--- src/rtl/hazard_ctrl_mdu_pkg.sv ---
// Shared definitions for the hazard unit: forwarding select codes and MDU sequencer states.
package hazard_pkg;

  localparam logic [1:0] FWD_RF  = 2'b00;
  localparam logic [1:0] FWD_WB  = 2'b01;
  localparam logic [1:0] FWD_MEM = 2'b10;

  typedef enum logic [1:0] {
    MDU_IDLE = 2'd0,
    MDU_BUSY = 2'd1,
    MDU_DONE = 2'd2
  } mdu_state_t;

  // The MEM result is younger than the WB result, so MEM wins.
  function automatic logic [1:0] fwd_sel(input logic mem_hit, input logic wb_hit);
    if (mem_hit)     return FWD_MEM;
    else if (wb_hit) return FWD_WB;
    else             return FWD_RF;
  endfunction

endpackage

--- src/rtl/hazard_ctrl_mdu_if.sv ---
// Pipeline-side bundle of the hazard unit; HAZARD_PERF_CNT_EN adds the stall counters.
interface hazard_ctrl_mdu_if #(
  parameter int REG_AW = 5
);
  logic              BranchD, JumpRD;
  logic              MemReadE, MemReadM;
  logic              RegWriteE, RegWriteM, RegWriteW;
  logic [REG_AW-1:0] RsD, RtD, RsE, RtE;
  logic [REG_AW-1:0] WriteRegE, WriteRegM, WriteRegW;
  logic              MduStartE, MduIsDivE;
  logic [1:0]        ForwardAE, ForwardBE, ForwardAD, ForwardBD;
  logic              StallF, StallD, StallE;
  logic              FlushE, FlushM;
  logic              MduBusy;
`ifdef HAZARD_PERF_CNT_EN
  logic [31:0]       PerfLwCnt, PerfBrCnt, PerfMduCnt;
`endif

  modport master (
    output BranchD, JumpRD, MemReadE, MemReadM, RegWriteE, RegWriteM, RegWriteW,
    output RsD, RtD, RsE, RtE, WriteRegE, WriteRegM, WriteRegW, MduStartE, MduIsDivE,
    input  ForwardAE, ForwardBE, ForwardAD, ForwardBD,
    input  StallF, StallD, StallE, FlushE, FlushM, MduBusy
`ifdef HAZARD_PERF_CNT_EN
    , input PerfLwCnt, PerfBrCnt, PerfMduCnt
`endif
  );

  modport slave (
    input  BranchD, JumpRD, MemReadE, MemReadM, RegWriteE, RegWriteM, RegWriteW,
    input  RsD, RtD, RsE, RtE, WriteRegE, WriteRegM, WriteRegW, MduStartE, MduIsDivE,
    output ForwardAE, ForwardBE, ForwardAD, ForwardBD,
    output StallF, StallD, StallE, FlushE, FlushM, MduBusy
`ifdef HAZARD_PERF_CNT_EN
    , output PerfLwCnt, PerfBrCnt, PerfMduCnt
`endif
  );

endinterface

--- src/rtl/hazard_ctrl_mdu_fsm.sv ---
// MDU stall sequencer: holds EX for exactly LAT cycles per mult/div, then one DONE cycle.
module mdu_stall_fsm
  import hazard_pkg::*;
#(
  parameter int MUL_LAT = 4,
  parameter int DIV_LAT = 32
) (
  input  logic clk,
  input  logic rst_n,
  input  logic mdu_start,
  input  logic mdu_is_div,
  output logic mdu_stall,
  output logic mdu_busy
);

  localparam int MAX_LAT = (MUL_LAT > DIV_LAT) ? MUL_LAT : DIV_LAT;
  localparam int CW      = $clog2(MAX_LAT);
  localparam logic [CW-1:0] MUL_LOAD = CW'(MUL_LAT - 2);
  localparam logic [CW-1:0] DIV_LOAD = CW'(DIV_LAT - 2);

  mdu_state_t    state;
  logic [CW-1:0] cnt;

  always_ff @(posedge clk or negedge rst_n) begin
    if (!rst_n) begin
      state    <= MDU_IDLE;
      cnt      <= '0;
      mdu_busy <= 1'b0;
    end else begin
      case (state)
        MDU_IDLE: begin
          if (mdu_start) begin
            cnt      <= mdu_is_div ? DIV_LOAD : MUL_LOAD;
            state    <= MDU_BUSY;
            mdu_busy <= 1'b1;
          end
        end
        MDU_BUSY: begin
          if (cnt != '0) cnt   <= cnt - CW'(1);
          else           state <= MDU_DONE;
        end
        MDU_DONE: begin
          state    <= MDU_IDLE;
          mdu_busy <= 1'b0;
        end
        default: begin
          state    <= MDU_IDLE;
          cnt      <= '0;
          mdu_busy <= 1'b0;
        end
      endcase
    end
  end

  // The IDLE start term is gated by rst_n so a reset leaves no stall pending.
  assign mdu_stall = (rst_n & (state == MDU_IDLE) & mdu_start) | (state == MDU_BUSY);

endmodule

--- src/rtl/hazard_ctrl_mdu.sv ---
// Hazard unit for the 5-stage MIPS pipeline: forwarding, load-use, branch/JR and MDU stalls.
// Optional HAZARD_PERF_CNT_EN adds saturating per-source stall-cycle counters.
module hazard_ctrl_mdu
  import hazard_pkg::*;
#(
  parameter int REG_AW  = 5,
  parameter int MUL_LAT = 4,
  parameter int DIV_LAT = 32
) (
  input logic               clk,
  input logic               rst_n,
  hazard_ctrl_mdu_if.slave  bus
);

  function automatic logic reg_hit(input logic we, input logic [REG_AW-1:0] wr,
                                   input logic [REG_AW-1:0] r);
    return we && (wr != '0) && (wr == r);
  endfunction

  logic mdu_stall, lwstall, brstall;
  logic hit_e, hit_m;

  always_comb begin
    bus.ForwardAE = fwd_sel(reg_hit(bus.RegWriteM, bus.WriteRegM, bus.RsE),
                            reg_hit(bus.RegWriteW, bus.WriteRegW, bus.RsE));
    bus.ForwardBE = fwd_sel(reg_hit(bus.RegWriteM, bus.WriteRegM, bus.RtE),
                            reg_hit(bus.RegWriteW, bus.WriteRegW, bus.RtE));
    bus.ForwardAD = fwd_sel(reg_hit(bus.RegWriteM, bus.WriteRegM, bus.RsD),
                            reg_hit(bus.RegWriteW, bus.WriteRegW, bus.RsD));
    bus.ForwardBD = fwd_sel(reg_hit(bus.RegWriteM, bus.WriteRegM, bus.RtD),
                            reg_hit(bus.RegWriteW, bus.WriteRegW, bus.RtD));
  end

  always_comb begin
    lwstall = reg_hit(bus.MemReadE, bus.WriteRegE, bus.RsD) |
              reg_hit(bus.MemReadE, bus.WriteRegE, bus.RtD);
    // jr/jalr only read Rs; Rt hits count for branches alone.
    hit_e   = reg_hit(bus.RegWriteE, bus.WriteRegE, bus.RsD) |
              (bus.BranchD & reg_hit(bus.RegWriteE, bus.WriteRegE, bus.RtD));
    hit_m   = reg_hit(bus.MemReadM, bus.WriteRegM, bus.RsD) |
              (bus.BranchD & reg_hit(bus.MemReadM, bus.WriteRegM, bus.RtD));
    brstall = (bus.BranchD | bus.JumpRD) & (hit_e | hit_m);
  end

  mdu_stall_fsm #(
    .MUL_LAT (MUL_LAT),
    .DIV_LAT (DIV_LAT)
  ) u_mdu (
    .clk        (clk),
    .rst_n      (rst_n),
    .mdu_start  (bus.MduStartE),
    .mdu_is_div (bus.MduIsDivE),
    .mdu_stall  (mdu_stall),
    .mdu_busy   (bus.MduBusy)
  );

  always_comb begin
    bus.StallF = mdu_stall | lwstall | brstall;
    bus.StallD = mdu_stall | lwstall | brstall;
    bus.StallE = mdu_stall;
    bus.FlushM = mdu_stall;
    bus.FlushE = (lwstall | brstall) & ~mdu_stall;
  end

`ifdef HAZARD_PERF_CNT_EN
  always_ff @(posedge clk or negedge rst_n) begin
    if (!rst_n) begin
      bus.PerfLwCnt  <= '0;
      bus.PerfBrCnt  <= '0;
      bus.PerfMduCnt <= '0;
    end else begin
      if (lwstall   && bus.PerfLwCnt  != '1) bus.PerfLwCnt  <= bus.PerfLwCnt  + 32'd1;
      if (brstall   && bus.PerfBrCnt  != '1) bus.PerfBrCnt  <= bus.PerfBrCnt  + 32'd1;
      if (mdu_stall && bus.PerfMduCnt != '1) bus.PerfMduCnt <= bus.PerfMduCnt + 32'd1;
    end
  end
`endif

endmodule

--- src/flat_wrapper.sv ---
// flat-port wrapper written by rule: the top's interface ports become plain ports
module hazard_ctrl_mdu_flat import hazard_pkg::*;
#(
  parameter int REG_AW  = 5,
  parameter int MUL_LAT = 4,
  parameter int DIV_LAT = 32
)
  (clk, rst_n, bus_BranchD, bus_JumpRD, bus_MemReadE, bus_MemReadM, bus_RegWriteE, bus_RegWriteM, bus_RegWriteW, bus_RsD, bus_RtD, bus_RsE, bus_RtE, bus_WriteRegE, bus_WriteRegM, bus_WriteRegW, bus_MduStartE, bus_MduIsDivE, bus_ForwardAE, bus_ForwardBE, bus_ForwardAD, bus_ForwardBD, bus_StallF, bus_StallD, bus_StallE, bus_FlushE, bus_FlushM, bus_MduBusy);
  hazard_ctrl_mdu_if #(.REG_AW(REG_AW)) bus_i ();
  input logic clk;
  input logic rst_n;
  input wire logic [$bits(bus_i.BranchD)-1:0] bus_BranchD;
  input wire logic [$bits(bus_i.JumpRD)-1:0] bus_JumpRD;
  input wire logic [$bits(bus_i.MemReadE)-1:0] bus_MemReadE;
  input wire logic [$bits(bus_i.MemReadM)-1:0] bus_MemReadM;
  input wire logic [$bits(bus_i.RegWriteE)-1:0] bus_RegWriteE;
  input wire logic [$bits(bus_i.RegWriteM)-1:0] bus_RegWriteM;
  input wire logic [$bits(bus_i.RegWriteW)-1:0] bus_RegWriteW;
  input wire logic [$bits(bus_i.RsD)-1:0] bus_RsD;
  input wire logic [$bits(bus_i.RtD)-1:0] bus_RtD;
  input wire logic [$bits(bus_i.RsE)-1:0] bus_RsE;
  input wire logic [$bits(bus_i.RtE)-1:0] bus_RtE;
  input wire logic [$bits(bus_i.WriteRegE)-1:0] bus_WriteRegE;
  input wire logic [$bits(bus_i.WriteRegM)-1:0] bus_WriteRegM;
  input wire logic [$bits(bus_i.WriteRegW)-1:0] bus_WriteRegW;
  input wire logic [$bits(bus_i.MduStartE)-1:0] bus_MduStartE;
  input wire logic [$bits(bus_i.MduIsDivE)-1:0] bus_MduIsDivE;
  output wire logic [$bits(bus_i.ForwardAE)-1:0] bus_ForwardAE;
  output wire logic [$bits(bus_i.ForwardBE)-1:0] bus_ForwardBE;
  output wire logic [$bits(bus_i.ForwardAD)-1:0] bus_ForwardAD;
  output wire logic [$bits(bus_i.ForwardBD)-1:0] bus_ForwardBD;
  output wire logic [$bits(bus_i.StallF)-1:0] bus_StallF;
  output wire logic [$bits(bus_i.StallD)-1:0] bus_StallD;
  output wire logic [$bits(bus_i.StallE)-1:0] bus_StallE;
  output wire logic [$bits(bus_i.FlushE)-1:0] bus_FlushE;
  output wire logic [$bits(bus_i.FlushM)-1:0] bus_FlushM;
  output wire logic [$bits(bus_i.MduBusy)-1:0] bus_MduBusy;
  assign bus_i.BranchD = bus_BranchD;
  assign bus_i.JumpRD = bus_JumpRD;
  assign bus_i.MemReadE = bus_MemReadE;
  assign bus_i.MemReadM = bus_MemReadM;
  assign bus_i.RegWriteE = bus_RegWriteE;
  assign bus_i.RegWriteM = bus_RegWriteM;
  assign bus_i.RegWriteW = bus_RegWriteW;
  assign bus_i.RsD = bus_RsD;
  assign bus_i.RtD = bus_RtD;
  assign bus_i.RsE = bus_RsE;
  assign bus_i.RtE = bus_RtE;
  assign bus_i.WriteRegE = bus_WriteRegE;
  assign bus_i.WriteRegM = bus_WriteRegM;
  assign bus_i.WriteRegW = bus_WriteRegW;
  assign bus_i.MduStartE = bus_MduStartE;
  assign bus_i.MduIsDivE = bus_MduIsDivE;
  assign bus_ForwardAE = bus_i.ForwardAE;
  assign bus_ForwardBE = bus_i.ForwardBE;
  assign bus_ForwardAD = bus_i.ForwardAD;
  assign bus_ForwardBD = bus_i.ForwardBD;
  assign bus_StallF = bus_i.StallF;
  assign bus_StallD = bus_i.StallD;
  assign bus_StallE = bus_i.StallE;
  assign bus_FlushE = bus_i.FlushE;
  assign bus_FlushM = bus_i.FlushM;
  assign bus_MduBusy = bus_i.MduBusy;
  hazard_ctrl_mdu #(.REG_AW(REG_AW), .MUL_LAT(MUL_LAT), .DIV_LAT(DIV_LAT)) u_core (.clk(clk), .rst_n(rst_n), .bus(bus_i));
endmodule
--- config.mk ---
export PLATFORM = sky130hd
export DESIGN_NAME = hazard_ctrl_mdu_flat
export DESIGN_NICKNAME = d
export VERILOG_FILES = /design/src/rtl/hazard_ctrl_mdu_pkg.sv /design/src/rtl/hazard_ctrl_mdu_if.sv /design/src/rtl/hazard_ctrl_mdu_fsm.sv /design/src/rtl/hazard_ctrl_mdu.sv /design/src/flat_wrapper.sv
export SDC_FILE = /design/constraint.sdc
export NUM_CORES = 1
export LEC_CHECK = 0
export ABC_AREA = 0
export ABC_CLOCK_PERIOD_IN_PS = 4800
export CAP_MARGIN = 20
export CELL_PAD_IN_SITES_DETAIL_PLACEMENT = 0
export CELL_PAD_IN_SITES_GLOBAL_PLACEMENT = 1
export CORE_MARGIN = 2
export CORE_UTILIZATION = 30
export CTS_BUF_LIST = sky130_fd_sc_hd__clkbuf_8
export CTS_CLUSTER_SIZE = 24
export DETAILED_ROUTE_END_ITERATION = 7
export GPL_ROUTABILITY_DRIVEN = 0
export MAX_ROUTING_LAYER = met4
export PLACE_DENSITY = 0.89
export REMOVE_ABC_BUFFERS = 1
export SYNTH_ARGS = -nofsm -noshare
export SYNTH_HDL_FRONTEND = slang
export SYNTH_SLANG_ARGS = --single-unit
--- constraint.sdc ---
create_clock -name clk -period 4.8 [get_ports clk]
set_input_delay 0.96 -clock clk [delete_from_list [all_inputs] [get_ports clk]]
set_output_delay 0.96 -clock clk [all_outputs]
set_load 0.05 [all_outputs]
==> impl_results.md <==
- Status: finished, final reports clean
- Worst rel slew slack: between 60% and 70%
- Internal: 0.308 mW
- Setup slack, reg-to-reg: around 2.9 ns
- Crit path required time: 3.84 ns
- Die Height: 65.8 um
- Fmax: 226 MHz
- R2r startpoint: u_core.u_mdu.cnt[0]
- Combinational fraction of design power: 62.8%
- Synth Cell Area: between 1000 and 1500 um^2
- VDD IR max: 0.315 mV
- Port bufs: between 50 and 60
- Worst slack, placed: 0.396 ns
- Syn_area_per_cell: about 7.8 um^2
- Final slew viol count: 0
- Top cell family by delay on the critical path: buffers and inverters
- Clk slew on worst S/H paths: 0.04 ns
- Initial core utilization: 31.3%
- # IOs: 60
- CTS-repair resized insts: 0
- Layout cell share with drive strength beyond 1: under 10%
- Largest area contributor in the netlist: xor2_1
- Final Critical Period: 4.43 ns
- Worst hold margin: about 0.50 ns
- WP buf/inv: 2
- Setup bufs post-CTS: 0
- Die X: 65.8 um
- Commonest non-fill, non-tap cell in the layout: clkdlybuf4s50_1
- TNS Setup: 0 ns
- Largest stage delay on the critical path: about 0.85 ns
- Vias in the first global route: 1189
- Via Count: 1178
- H-tree depth: 1
- Crit end category: primary output
- Register share of total power: a little under a quarter
- DRT antenna net count: 0
- Dominant cells by area after synthesis: xor2_1 24%, dfrtp_1 17%, xnor2_1 14%
- Most frequent cells in the layout: 59 x clkdlybuf4s50_1, 32 x xor2_1, 18 x xnor2_1
- Worst slew pin tran: 0.503 ns
- Synth unique cells: 31
- Hold_buf cts: 0
- Core Util, Final: 48.6%
- Worst-skew pair later-pin latency: 0.22 ns
- Die ar.: 4330 um^2
- CP Max Fanout: 5
- Setup violations, final: 0
- Warnings, synthesis: 0
- Largest net degree at the start of global routing: 11
- Seq/Total Area, Yosys: between 15 and 20%
- Crit path DAT: 3.47 ns
- Area of the core: 3660 um^2
- Max cap viols: 0
- Longest Clk Path Bufs: 2
- Worst-path cell chain: clkdlybuf4s50_1 > or4_1 > o21ai_1 > or4_1 > nor4_1 > clkdlybuf4s50_1
- Clock Power Share: 14.0%
- Worst Min Path Start: u_core.u_mdu.cnt[1]
- Total Routed Length: 3.29 mm
- First-pass GRT wire length: 5.37 mm
- Switch share: 45.4%
- Vias/cell: 4.81
- Crit start category: primary input
- Fin worst setup slack: 0.371 ns
- FF-to-FF path depth: 7
- Root Buffer Master: clkbuf_8
- Antenna diodes: 0
- Row cnt: 22
- Hold Crit Depth: 1
- Clock Skews: roughly 0.00042 ns
- Total clock sinks: 8
- RSZ-0062 raised after global routing: false
- PD cells: 317 nW/um^2
- DR pass1 iterations: 4
- Worst Hold Class: reg2reg
- Hold path endpoint: u_core.u_mdu.cnt[1]
- Pleak: ~0.68 nW
- GRT Util Overall: 16.1%
- Detailed Place HPWL: 2.80 mm
- Synth top area share: 24.5%
- Placed Instances: 242
- Hold Fails Final Rpt: 0
- Tcrit/Tclk final: between 90% and 100%
- Post-Syn Instances: 146
- CTS Buf Count: 3
- #FFs+latches synth: 8
- CP Class: in2out
- NetSw: 0.256 mW
- RR Endpoint: u_core.u_mdu.cnt[1]
- Grt ovf: 0
- Layout Cell Area excl Fill: 1780 um^2
- CTS tree: built
- Finished Layout Cells: 245
- Initial antenna violation count: 0
- DR iter-0 viols: 32
- CP max stage cell: clkdlybuf4s50_1
- DRC: 0
- Syn-to-layout area delta: 55.4%
- NumNets Final: 246
- WL/cell: 13.4 um
- Total power: ~0.56 mW
- Placed inst area: 1740 um^2
==> power by group through the flow <==
stage / Sequential [mW] / Clock [mW] / Combinational, mW
after detailed placement: 0.131 / 0 / 0.357
after global routing: 0.136 / 0.0848 / 0.388
after global placement: 0.131 / 0 / 0.352
after floorplan: 0.137 / 0 / 0.217
after CTS: 0.130 / 0.0831 / 0.358
final: 0.131 / 0.0791 / 0.355
==> cells in the mapped netlist <==
cell type	n
dfrtp_1	8
or2_4	1
nand4_1	1
nor3_1	4
xnor2_1	18
or4b_4	1
nand3b_1	1
nor2b_1	1
nand2_1	4
nand3_1	7
nand2b_1	1
o211ai_1	1
o21a_1	1
a32oi_1	1
o221ai_1	1
a211oi_1	1
o21ai_1	1
o22ai_1	2
a21o_1	3
buf_4	3
nor4_1	6
nor2_1	8
inv_1	9
buf_2	10
xor2_1	32
nand2_4	1
a31oi_1	4
or4_1	6
a21oi_1	3
o21ai_0	5
ha_1	1
==> worst max-delay path by stage <==
stage / start / to / slack, ns / cells past startpoint
after global routing: bus_WriteRegW[2] / bus_ForwardBD[0] / 0.30 / 6
after CTS: bus_WriteRegW[2] / bus_ForwardBD[0] / 0.39 / 6
after floorplan: bus_WriteRegM[0] / bus_ForwardAE[0] / 0.30 / 5
final: bus_WriteRegW[2] / bus_ForwardBD[0] / 0.37 / 6
after detailed placement: bus_WriteRegW[2] / bus_ForwardBD[0] / 0.40 / 6
after global placement: bus_WriteRegW[2] / bus_ForwardAD[0] / 0.44 / 6
==> per-layer routing <==
layer  vias up  track usage, %  wire length (um)
met5         -               -                 0
met4         0            4.43                 0
met1       542            18.1              1380
li1        599               -                 -
met2        37            29.9              1710
met3         0            1.70               211
==> sequential cells by signal, summed over array words and instances, names as in the netlist <==
| signal | count |
|---|---|
| u_core.u_mdu.state | 2 |
| u_core.u_mdu.mdu_busy | 1 |
| u_core.u_mdu.cnt | 5 |
==> worst register-to-register path, stage by stage, from the launching register on <==
cell and delay (ns):
dfrtp_1 0.40, inv_1 0.07, ha_1 0.21, or4b_4 0.48, or2_4 0.29, nand2_4 0.08
a211oi_1 0.04, a21o_1 0.16
==> layout make-up <==
type	count	area [um^2]
fill	357	1880
multi-input combinational	116	838
timing repair buffer	61	606
sequential	8	200
tap	48	60.1
clock buffer	3	41.3
inverter	9	33.8
==> cells by family (layout without fill, tap and decap cells) <==
logic type,count (synthesis),in the layout,share of synthesized area [%]
AOI/OAI and AO/OA,23,23,12.7
xor gates and xnor gates,50,50,38.3
adders and majority gates,1,1,1.09
buffers and inverters,22,73,9.29
DFF,8,8,17.5
and+or+nand+nor,42,42,21.2
(Power assumes the default switching activity.)
